===== config.mk =====
export PLATFORM = sky130hd
export DESIGN_NAME = ekf_stage_ctrl
export DESIGN_NICKNAME = d
export VERILOG_FILES = /design/src/rtl/ekf_pkg.sv /design/src/rtl/ekf_stage_seq.sv /design/src/rtl/ekf_stage_ctrl.sv
export SDC_FILE = /design/constraint.sdc
export NUM_CORES = 1
export LEC_CHECK = 0
export ABC_AREA = 1
export CAP_MARGIN = 5
export CORE_AREA = 3 3 100 102
export CTS_CLUSTER_SIZE = 8
export DETAILED_ROUTE_END_ITERATION = 6
export DIE_AREA = 0 0 103 105
export PLACE_DENSITY_LB_ADDON = 0.1
export SLEW_MARGIN = 10
export SYNTH_ARGS = -nofsm -noshare
export SYNTH_HDL_FRONTEND = slang
export SYNTH_SLANG_ARGS = --single-unit

===== constraint.sdc =====
create_clock -name clk -period 3.1 [get_ports clk]
set_input_delay 0.465 -clock clk [delete_from_list [all_inputs] [get_ports clk]]
set_output_delay 0.465 -clock clk [all_outputs]
set_load 0.02 [all_outputs]

===== src/rtl/ekf_pkg.sv =====
// Shared definitions for the EKF-SLAM stage controller: stage codes, fixed-point
// constants, sequencer state encoding and the per-stage latency formula.
package ekf_pkg;

    localparam logic [2:0] STAGE_IDLE  = 3'b000;
    localparam logic [2:0] STAGE_PRD   = 3'b001;
    localparam logic [2:0] STAGE_NEW   = 3'b010;
    localparam logic [2:0] STAGE_UPD   = 3'b011;
    localparam logic [2:0] STAGE_ASSOC = 3'b100;

    localparam int DATA_INT_BIT  = 12;
    localparam int DATA_DEC_BIT  = 19;
    localparam int ANGLE_DEC_BIT = 15;

    // Array geometry and buffer widths consumed by the datapath behind this block
    localparam int SA_COLS    = 4;
    localparam int SA_DEPTH   = 4;
    localparam int TB_AW      = 11;
    localparam int CB_AW      = 17;
    localparam int SEQ_CNT_DW = 5;

    typedef enum logic [1:0] {
        S_IDLE = 2'd0,
        S_BUSY = 2'd1,
        S_DONE = 2'd2
    } seq_state_e;

    function automatic logic is_stage_cmd(input logic [2:0] code);
        return (code != STAGE_IDLE) && (code <= STAGE_ASSOC);
    endfunction

    // Edges from the accepting edge to the edge that raises stage_rdy.
    function automatic logic [31:0] stage_latency(input logic [2:0]  stage,
                                                  input logic [31:0] n,
                                                  input logic [31:0] l_k,
                                                  input logic [31:0] x);
        logic [31:0] dim;
        logic [31:0] lat;
        dim = 32'd3 + (n << 1);
        case (stage)
            STAGE_PRD:   lat = x * dim + 32'd8;
            STAGE_NEW:   lat = x * (32'd3 + (l_k << 1)) + 32'd8;
            STAGE_UPD:   lat = ((x * dim) << 1) + 32'd16;
            STAGE_ASSOC: lat = 32'd6 * n + 32'd8;
            default:     lat = 32'd0;
        endcase
        return lat;
    endfunction

endpackage


===== src/rtl/ekf_stage_seq.sv =====
// Stage sequencer: accepts a command in IDLE, counts the stage latency down in
// BUSY, and raises the completed stage code for one cycle in DONE.
//
//   state  | meaning
//   S_IDLE | waiting for a valid stage command
//   S_BUSY | latency counter running down to zero
//   S_DONE | one-cycle completion pulse on stage_rdy_o
module ekf_stage_seq
    import ekf_pkg::*;
#(
    parameter int LAT_W = 18
) (
    input  logic             clk,
    input  logic             rst_i,
    input  logic [2:0]       stage_val_i,
    input  logic [LAT_W-1:0] lat_i,
    output logic             accept_o,
    output logic [2:0]       stage_rdy_o
);

    seq_state_e       state_q, state_d;
    logic [LAT_W-1:0] cnt_q, cnt_d;
    logic [2:0]       code_q, code_d;

    always_ff @(posedge clk) begin
        if (rst_i) begin
            state_q <= S_IDLE;
            cnt_q   <= '0;
            code_q  <= STAGE_IDLE;
        end else begin
            state_q <= state_d;
            cnt_q   <= cnt_d;
            code_q  <= code_d;
        end
    end

    always_comb begin
        state_d     = state_q;
        cnt_d       = cnt_q;
        code_d      = code_q;
        accept_o    = 1'b0;
        stage_rdy_o = STAGE_IDLE;
        case (state_q)
            S_IDLE: begin
                if (is_stage_cmd(stage_val_i)) begin
                    accept_o = 1'b1;
                    code_d   = stage_val_i;
                    // Terminal count at zero lands DONE exactly lat_i edges after acceptance
                    cnt_d    = lat_i - LAT_W'(1);
                    state_d  = S_BUSY;
                end
            end
            S_BUSY: begin
                if (cnt_q == '0) begin
                    state_d = S_DONE;
                end else begin
                    cnt_d = cnt_q - LAT_W'(1);
                end
            end
            S_DONE: begin
                stage_rdy_o = code_q;
                state_d     = S_IDLE;
            end
            default: state_d = S_IDLE;
        endcase
    end

endmodule


===== src/rtl/ekf_stage_ctrl.sv =====
// EKF-SLAM stage controller top: computes the stage latency, latches the stage
// operands on acceptance and hands sequencing to ekf_stage_seq.
module ekf_stage_ctrl
    import ekf_pkg::*;
#(
    parameter int RSA_DW  = 32,
    parameter int RSA_AW  = 17,
    parameter int ROW_LEN = 10,
    parameter int X       = 4
) (
    input  logic               clk,
    input  logic               sys_rst_n,
    input  logic [2:0]         stage_val,
    input  logic [ROW_LEN-1:0] landmark_num,
    input  logic [ROW_LEN-1:0] l_k,
    input  logic [RSA_DW-1:0]  vlr,
    input  logic [RSA_AW-1:0]  alpha,
    input  logic [RSA_DW-1:0]  rk,
    input  logic [RSA_AW-1:0]  phi,
    output logic [2:0]         stage_rdy
);

    // Wide enough for 2*X*(3+2*N)+16 at the largest N without wrapping
    localparam int LAT_W = ROW_LEN + 6 + $clog2(X);

    logic               accept;
    logic [31:0]        lat_full;
    logic [ROW_LEN-1:0] n_q, lk_q;
    logic [RSA_DW-1:0]  vlr_q, rk_q;
    logic [RSA_AW-1:0]  alpha_q, phi_q;
    logic               unused_dp;

    assign lat_full = stage_latency(stage_val, 32'(landmark_num), 32'(l_k), 32'(X));

    always_ff @(posedge clk) begin
        if (sys_rst_n) begin
            n_q     <= '0;
            lk_q    <= '0;
            vlr_q   <= '0;
            alpha_q <= '0;
            rk_q    <= '0;
            phi_q   <= '0;
        end else if (accept) begin
            n_q     <= landmark_num;
            lk_q    <= l_k;
            vlr_q   <= vlr;
            alpha_q <= alpha;
            rk_q    <= rk;
            phi_q   <= phi;
        end
    end

    // Latched operands feed the systolic datapath, which lives outside this block
    assign unused_dp = ^{n_q, lk_q, vlr_q, alpha_q, rk_q, phi_q, lat_full[31:LAT_W]};

    ekf_stage_seq #(
        .LAT_W(LAT_W)
    ) u_seq (
        .clk        (clk),
        .rst_i      (sys_rst_n),
        .stage_val_i(stage_val),
        .lat_i      (lat_full[LAT_W-1:0]),
        .accept_o   (accept),
        .stage_rdy_o(stage_rdy)
    );

endmodule


==> results <==
==> flip-flops by register name, summed over array words and instances (netlist names) <==
name	flops
u_seq.cnt_q	18
u_seq.code_q	3
u_seq.state_q	2
==> worst max-delay path by stage <==
stage	startpoint	to	slack [ns]	depth (start not counted)
2_1_floorplan	landmark_num[0]	u_seq.cnt_q[13]$_SDFFE_PP0P_	0.15	20
3_3_place_gp	landmark_num[0]	u_seq.cnt_q[13]$_SDFFE_PP0P_	-0.32	21
3_5_place_dp	landmark_num[0]	u_seq.cnt_q[13]$_SDFFE_PP0P_	-0.39	21
4_1_cts	landmark_num[2]	u_seq.cnt_q[13]$_SDFFE_PP0P_	0.003	21
5_1_grt	landmark_num[5]	u_seq.cnt_q[15]$_SDFFE_PP0P_	0.01	20
6_report	landmark_num[1]	u_seq.cnt_q[13]$_SDFFE_PP0P_	0.23	21
==> critical path, delay by kind of cell <==
family                     cells  cell delay [ns]
AOI/OAI and AO/OA              1             0.13
adders and majority gates      1             0.31
buffers and inverters          5             0.65
and+or+nand+nor               14             1.52
==> power breakdown <==
| part | switching [mW] | internal [mW] | leakage, nW |
|---|---|---|---|
| Clock | 0.103 | 0.0899 | 0.0255 |
| Sequential | 0.0405 | 0.346 | 0.190 |
| Combinational | 0.538 | 0.356 | 2.19 |
| Total | 0.682 | 0.792 | 2.40 |
==> cell type report <==
type | count | area [sq um] | area share (%)
flip-flops and latches | 23 | 460 | 9.54
inverters | 115 | 433 | 8.97
multi-input cells | 565 | 3050 | 63.3
clock buffers | 3 | 41.3 | 0.856
repair buffers | 83 | 693 | 14.4
well taps | 111 | 139 | 2.88
clock inverters | 1 | 5.00 | 0.104
==> kinds of logic (layout without fill, tap and decap cells) <==
logic type	Yosys count	count (layout)	share of synthesized area, %
and+or+nand+nor	450	450	55.0
buffers and inverters	126	202	12.8
AOI/OAI and AO/OA	88	88	12.6
DFF	23	23	11.7
adders and majority gates	18	18	5.93
xor gates and xnor gates	9	9	2.01
==> metrics by stage <==
stage | TNS [ns] | cell area, sq um | utilization [%] | power (mW)
4_1_cts | 0 | 4750 | 51.6 | 1.46
5_1_grt | 0 | 4830 | 52.5 | 1.61
3_5_place_dp | -4.07 | 4680 | 50.9 | 1.26
6_report | 0 | 4830 | 52.5 | 1.47
2_1_floorplan | 0 | 3920 | - | 0.995
3_3_place_gp | -3.16 | 4680 | 50.9 | 1.24
==> cells in the final DEF (no fill, tap or decap), drive strengths merged, types with 3 or more instances in the layout <==
master	Yosys	final
nor3	14	14
a31oi	9	9
clkdlybuf4s50	0	23
o21ai	41	41
a21oi	28	28
ha	17	17
o22ai	4	4
clkbuf	5	3
clkinv	4	5
inv	111	111
nand3	97	97
nand4	14	14
nor4	3	3
nor2	105	105
dfxtp	23	23
nand2	215	215
xor2	7	7
buf	6	56
==> routing by layer <==
| metal | up-vias | GRT usage, % | wire, um |
|---|---|---|---|
| met5 | - | 0 | 0 |
| met4 | 0 | 4.26 | 145 |
| met3 | 11 | 0.801 | 279 |
| met2 | 66 | 35.6 | 5220 |
| met1 | 2083 | 26.5 | 5070 |
| li1 | 2460 | - | - |
==> what timing repair did <==
item	in CTS	in global routing
setup buffers	1	0
endpoints found under the hold margin	0	0
gates resized for setup	9	16
setup endpoints to repair	10	11
pin swaps	10	5
==> reports/summary.txt <==
RSZ-0062 raised after global routing -> yes
FF+latch count, synth -> 23
Worst-path clk slew -> 0.09 ns
TritonCTS Sinks -> 23
Max cap viols -> 0
Drt pass-1 iters -> 4
Slowest stage delay, CP -> 0.31 ns
Syn_nets -> 855
Area growth syn-to-layout -> 23.0%
PwrDens -> 305 nW/um^2
Final setup violation count -> 0
Top post-synthesis cells by area -> nand2_1, dfxtp_1, nand3_1, inv_1, nor2_1
Initial core utilization -> 42.7%
Type of destination of the critical path -> flip-flop
Flop2flop setup slack -> 0.79 ns
Final RePlAce weighted congestion -> 0.861
Most used cell, CP -> nand2_1
Worst Setup Start Kind -> input pin
Post-route ant nets -> 0
Worst-case clock buffer depth -> 2
Slowest CP cell -> ha_1
Worst slack, placed -> -0.395 ns
Fin crit period -> 2.87 ns
Slew headroom -> 63.8%
Hold path cells -> 2
Initial antenna violation count -> 0
WHS -> 0.459 ns
Share of cells above drive strength 1 -> 19.1%
Worst reg2reg startpoint -> u_seq.cnt_q[0]$_SDFFE_PP0P_
Synth cell count leaders -> nand2_1, inv_1, nand3_1
Vias per cell -> 5.13
Ys flop type -> dfxtp_1
Area leader, netlist -> nand2_1
Core area -> 9200 sq um
Sequence of cells on the critical path -> dlygate4sd2_1 > buf_4 > buf_4 > ha_1 > nor2_1 > nand3_2 > nor2_2 > inv_1 > nand3_1 > nand2_1 > nor2_1 > nand2_1 > clkinv_1 > nand2_1 > nor2_2 > nand2_2 > nor2_4 > nand3_1 > nand2_1 > nand3_1 > a21oi_1
Synth warn -> 0
Largest net degree at the start of global routing -> 25
Post-Syn Area per Cell -> 5.49 sq um
HPWL after DPL -> 8990 um
Mapped Cells -> 714
Num rows -> 35
DRT iter0 DRCs -> 168
Status -> finished clean
Asr flop ratio synth -> 0%
Fin worst setup slack -> 0.235 ns
Global route overflow -> 0
Post-synth cell types -> 39
RR Endpoint -> u_seq.cnt_q[14]$_SDFFE_PP0P_
Max Clock Freq -> 349 MHz
Number of fill cells -> 958
Final net count -> 932
Clk root buf -> clkbuf_8
Placed cells -> 896
Via count -> 4620
Fin. Hold Viols -> 0
CTS Hold Bufs -> 0
Fin crit share -> 92.4%
WL final -> 10700 um
TritonCTS clock tree -> done
PortBufs -> 27
Antenna diode count -> 0
WP data required -> 3.31 ns
Cell Count, Final, Fillers Out -> 901
CP max FO -> 5
Hold EP -> u_seq.code_q[0]$_SDFFE_PP0P_
Yosys top cell area share -> 18.1%
Hold Path Class -> reg -> reg
VDD IR-drop max -> 192 uV
Static leakage -> 2.40 nW
Gr usage total -> 20.1%
EDFF count, synth -> 0
Pins Over Slew Limit -> 0
Worst EP arrival -> 3.07 ns
# DRC -> 0
First-pass GRT wire length -> 18200 um
Most common cell in the synthesized netlist -> nand2_1
Routed WL per cell -> 11.9 um
DIE WIDTH -> 103 um
Number of global-route vias before repair -> 4186
Clk_skew -> 0.00516 ns
Path depth of the worst reg2reg path -> 17
Sequential fraction of the synthesis area -> 11.7%
DIE AREA -> 10800 sq um
Cell area after synthesis -> 3920 sq um
CTS Buf Count -> 3
Tightest Pin Transition -> 0.540 ns
Hold wc startpoint -> u_seq.code_q[0]$_SDFFE_PP0P_
Die Ht -> 105 um
H-tree depth -> 1
Clock Latency Late Sink -> 0.27 ns
Crit Path Category -> in -> reg
IO Pins -> 126
Note: power is estimated with default switching activity, not from simulation.
==> RTL change 1: new RTL, same flow settings <==
`ROW_LEN`: 10 -> 9.
--- a/src/rtl/ekf_stage_ctrl.sv
+++ b/src/rtl/ekf_stage_ctrl.sv
@@ -5,7 +5,7 @@
 #(
     parameter int RSA_DW  = 32,
     parameter int RSA_AW  = 17,
-    parameter int ROW_LEN = 10,
+    parameter int ROW_LEN = 9,
     parameter int X       = 4
 ) (
     input  logic               clk,
Ports: changed (resized l_k and landmark_num); port bits go from 126 to 124. The function was not compared with the original's and may differ.
==> RTL change 1 against the unedited design <==
- critical path depth did not move
- worst setup slack improved by 0.040 ns
- sequential cell count fell by 1
- register-to-register slack barely moved
- synthesized area fell by 14%
- cell area fell by 11%
- total power fell by 0.29%
- wire length fell by 11%
- critical endpoint is now u_seq.cnt_q[10]
==> RTL change 1: results <==
group,metric,value,unit
status,status,"complete, no violations",
layout,layout_top_registers,"u_seq.cnt_q: 17 flops, u_seq.code_q: 3 flops, u_seq.state_q: 2 flops",
global_routing,grt_antenna_before_repair,0,
synthesis,synth_sequential_area_ratio,13.1,%
layout,fin_nets,844,
timing,layout_setup_ws,0.275,ns
synthesis,synth.net_count,773,
placed_design,io_buffer_count,25,
power,total_leakage_power,2.21,nW
synthesis,async_flop_share,0,%
drt,route.detailed.vias_per_inst,4.87,
drt,wirelength,9.52,mm
min_path,holdCritPathClass,"flip-flop to flip-flop",
placed_design,preCtsSetupSlack,-0.454,ns
global_routing,first_pass_grt_wire_length,16.2,mm
synthesis,synth_area_leaders,"sky130_fd_sc_hd__nand2_1 20%, sky130_fd_sc_hd__dfxtp_1 13%, sky130_fd_sc_hd__nand3_1 13%, sky130_fd_sc_hd__inv_1 12%, sky130_fd_sc_hd__nor2_1 7.9%",
global_routing,grt_start_max_net_pins,22,
timing,tightestPinTransition,0.511,ns
cts,clk_pin_slew_worst_paths,0.09,ns
critical_path,r2r_slack,0.79,ns
cts,htree_num_levels,1,
cts,cts_made_buffers,3,
placed_design,dpl_wire_length,7.94,mm
global_routing,met2_usage,31.3,%
global_routing,use_met1,23.6,%
critical_path,crit_path_top_delay_cell,"sky130_fd_sc_hd__fa_2",
synthesis,synth_top_cells_by_count,"182 x sky130_fd_sc_hd__nand2_1, 104 x sky130_fd_sc_hd__inv_1, 88 x sky130_fd_sc_hd__nand3_1",
global_routing,via_count_of_the_first_global_routing_pass,3726,
layout,insertedDiodeCount,0,
global_routing,groute.layer.met3.usage,2.00,%
critical_path,worst_ep_arrival_time,3.03,ns
power,worst_vdd_drop,0.222,mV
cts,clk_path_buf_depth,2,
global_routing,global_route.peak_usage_layer,"met2",
critical_path,critical-path-max-stage-delay,0.43,ns
critical_path,worstPathMaxFanout,3,
layout,layout_cells_sized_above_1,16.5,%
drt,drt_pre_antenna_iters,5,
layout,filler_cell_count,1013,
synthesis,ys.flop_type,"sky130_fd_sc_hd__dfxtp_1",
global_routing,global_route.usage.total,17.8,%
placed_design,gpl.final_weighted_congestion,0.820,
synthesis,netlist-cell-type-count,35,
drt,drt_iter0_markers,145,
placed_design,post_dp_cell_area,4080,µm²
layout,largest_register_ff_count,17,
timing,fin_skew,0.00473,ns
## RTL change 1: cell types whose count changed in the layout (fill, tap and decap cells not counted), moves of 6 or more
cell	change
sky130_fd_sc_hd__nand2_1	-13
sky130_fd_sc_hd__nor2_2	-12
sky130_fd_sc_hd__buf_4	-8
sky130_fd_sc_hd__nor2_1	-8
sky130_fd_sc_hd__nor3_1	-7
sky130_fd_sc_hd__a21oi_1	-6
sky130_fd_sc_hd__a31oi_1	-6
## RTL change 1: worst max-delay path: cells and delay by family
kind	cells	cell delay (ns)
AND/OR/NAND/NOR	10	0.94
adder cells (fa/ha/maj)	3	0.83
buffers and inverters	5	0.50
AO/OA/AOI/OAI	3	0.29
## RTL change 1: path summary, 6_finish.rpt
check                  start          endpoint  depth (start not counted)
max          landmark_num[1]   u_seq.cnt_q[10]                         21
max reg2reg   u_seq.cnt_q[0]    u_seq.cnt_q[5]                         15
min reg2reg  u_seq.cnt_q[16]  u_seq.state_q[1]                          1
min          u_seq.cnt_q[16]  u_seq.state_q[1]                          1
## RTL change 1: through the flow
step | power, mW | hold WS, ns | cells | utilization, %
5_1_grt | 1.61 | 0.523 | 816 | 46.5
6_report | 1.47 | 0.495 | 816 | 46.5
3_3_place_gp | 1.14 | 0.474 | 810 | 44.3
3_5_place_dp | 1.15 | 0.484 | 810 | 44.3
4_1_cts | 1.44 | 0.495 | 816 | 45.4
2_1_floorplan | 0.893 | 0.439 | 635 | -
## RTL change 1: what timing repair did
item,CTS,global route
resized for setup,6,31
hold buffers,0,0
gates cloned,0,0
pin swaps,6,15
endpoints found under the setup margin,9,11
buffers inserted,2,0
## RTL change 1: cells by family after synthesis
logic type / count (synthesis) / synth area share, %
xor gates and xnor gates: 9 / 2.34
buffers and inverters: 119 / 13.9
DFF: 22 / 13.1
AOI/OAI and AO/OA: 73 / 11.8
and+or+nand+nor: 395 / 52.3
adders and majority gates: 17 / 6.53
## RTL change 1: area by class of cell
class	instances	share of cell area [%]
inverter	110	9.65
clock inverter	1	0.702
tap	111	3.24
sequential	22	10.3
clock buffer	3	0.965
multi-input combinational	494	60.2
timing repair buffer	75	14.9
## RTL change 1: power breakdown
| group | total (mW) | leakage, nW | internal, mW | switching (mW) |
|---|---|---|---|---|
| clock network | 0.274 | 0.0357 | 0.173 | 0.101 |
| logic | 0.819 | 1.99 | 0.332 | 0.487 |
| registers | 0.376 | 0.182 | 0.333 | 0.0427 |
## RTL change 1: per-layer routing
| layer | routed length, µm | share of wire, % |
|---|---|---|
| met5 | 0 | 0 |
| met4 | 96 | 1.0 |
| met3 | 266 | 2.8 |
| met2 | 4510 | 47 |
| met1 | 4650 | 49 |
==> RTL change 2: new RTL, same flow settings <==
Without the edit above. Encoding of `seq_state_e`: now one-hot (3 bits for 3 states).
--- a/src/rtl/ekf_pkg.sv
+++ b/src/rtl/ekf_pkg.sv
@@ -19,10 +19,10 @@
     localparam int CB_AW      = 17;
     localparam int SEQ_CNT_DW = 5;
 
-    typedef enum logic [1:0] {
-        S_IDLE = 2'd0,
-        S_BUSY = 2'd1,
-        S_DONE = 2'd2
+    typedef enum logic [2:0] {
+        S_IDLE = 3'b001,
+        S_BUSY = 3'b010,
+        S_DONE = 3'b100
     } seq_state_e;
 
     function automatic logic is_stage_cmd(input logic [2:0] code);
Behaviour: same outputs for any inputs over 10 cycles, from zero or initial values and one cycle with sys_rst_n high; not proved beyond that.
==> RTL change 2 against the unedited design <==
- total power is 5.3% higher
- clock skew fell by 0.00073 ns
- wire length is 5.8% lower
- worst setup slack lost 0.015 ns
- first-iteration DRC count rose by 36%
- critical endpoint is now u_seq.cnt_q[11]
- combinational power shrank 4.0%
- largest power group unchanged
- cell count shrank 2.9%
- critical path type unchanged
- highest routed layer unchanged
- sequential cell count up 1
- sequential power rose by 5.9%
- cell area down 1.6%
- synthesized area fell by 3.9%
- via count is 4.6% lower
==> RTL change 2: results <==
group,metric,value,unit
status,status,"complete, no violations",
placed_design,placedCellCount,867,
min_path,whs_path_depth,1,
critical_path,worstReg2RegEnd,"u_seq.cnt_q[4]",
critical_path,worstPathMaxFanout,3,
synthesis,synth_sequential_area_ratio,12.7,%
power,p_sw,0.675,mW
global_routing,first_pass_grt_wire_length,17.1,mm
global_routing,global_route.usage.total,18.6,%
min_path,hp-start,"u_seq.cnt_q[0]",
layout,filler_cell_count,962,
layout,fin_nets,906,
critical_path,worst_r2r_path_depth,13,
timing,timing.max_slew.rel_slack,63.6,%
layout,layout_top_registers,"u_seq.cnt_q: 18 flops, u_seq.code_q: 3 flops, u_seq.state_q: 3 flops",
placed_design,gpl.final_weighted_congestion,0.854,
critical_path,worst_ep_arrival_time,3.09,ns
drt,drt_iter0_markers,229,
drt,route.detailed.vias_per_inst,5.04,
critical_path,critical-path-max-stage-delay,0.40,ns
synthesis,netlist-cell-type-count,42,
placed_design,post_dp_cell_area,4510,µm²
power,post-layout-total-power,1.55,mW
global_routing,grt_start_max_net_pins,21,
min_path,holdPathEnd,"u_seq.cnt_q[0]",
timing,fin_skew,0.00442,ns
power,total_leakage_power,2.43,nW
## RTL change 2: stage by stage
step                setup slack (ns)  utilization, %
floorplan                      0.300               -
global placement              -0.409            49.0
detailed placement            -0.440            49.0
CTS                           0.0246            50.3
global route                -0.00446            51.6
finish                         0.220            51.6
## RTL change 2: cell type report
type                            instances  area, µm²  area share, %
Timing Repair Buffer                   84        708           14.9
Clock buffer                            3       41.3          0.870
Sequential cell                        24        480           10.1
Multi-Input combinational cell        533       2900           61.1
Tap cell                              111        139           2.93
Inverter                              119        447           9.41
Clock inverter                          1       30.0          0.633
## RTL change 2: cells by family after synthesis
family                   count (synthesis)  synth area share (%)
buffers and inverters                  132                  13.8
XOR/XNOR                                 8                  1.86
flip-flops                              24                  12.7
AO/OA/AOI/OAI                          101                  14.8
adder cells (fa/ha/maj)                 18                  6.18
AND/OR/NAND/NOR                        406                  50.6
## RTL change 2: worst max-delay path by stage
stage / end / cells past startpoint
after floorplan: u_seq.cnt_q[12] / 19
after global placement: u_seq.cnt_q[12] / 20
after detailed placement: u_seq.cnt_q[11] / 20
after CTS: u_seq.cnt_q[13] / 18
after global routing: u_seq.cnt_q[11] / 19
final: u_seq.cnt_q[11] / 19
## RTL change 2: repair_timing
| action | in CTS | in global routing |
|---|---|---|
| setup buffers | 1 | 3 |
| resized for setup | 11 | 28 |
| hold buffers | 0 | 0 |
| setup endpoints to repair | 11 | 12 |
| pin swaps | 5 | 15 |
## RTL change 2: metal layers
| metal | vias up | wire, µm | GRT usage [%] | share of wire (%) |
|---|---|---|---|---|
| li1 | 2367 | - | - | - |
| met5 | - | 0 | 0 | 0 |
| met1 | 1958 | 5050 | 25.6 | 50 |
| met2 | 77 | 4640 | 32.0 | 46 |
| met4 | 0 | 93 | 1.94 | 0.92 |
| met3 | 6 | 308 | 1.87 | 3.1 |
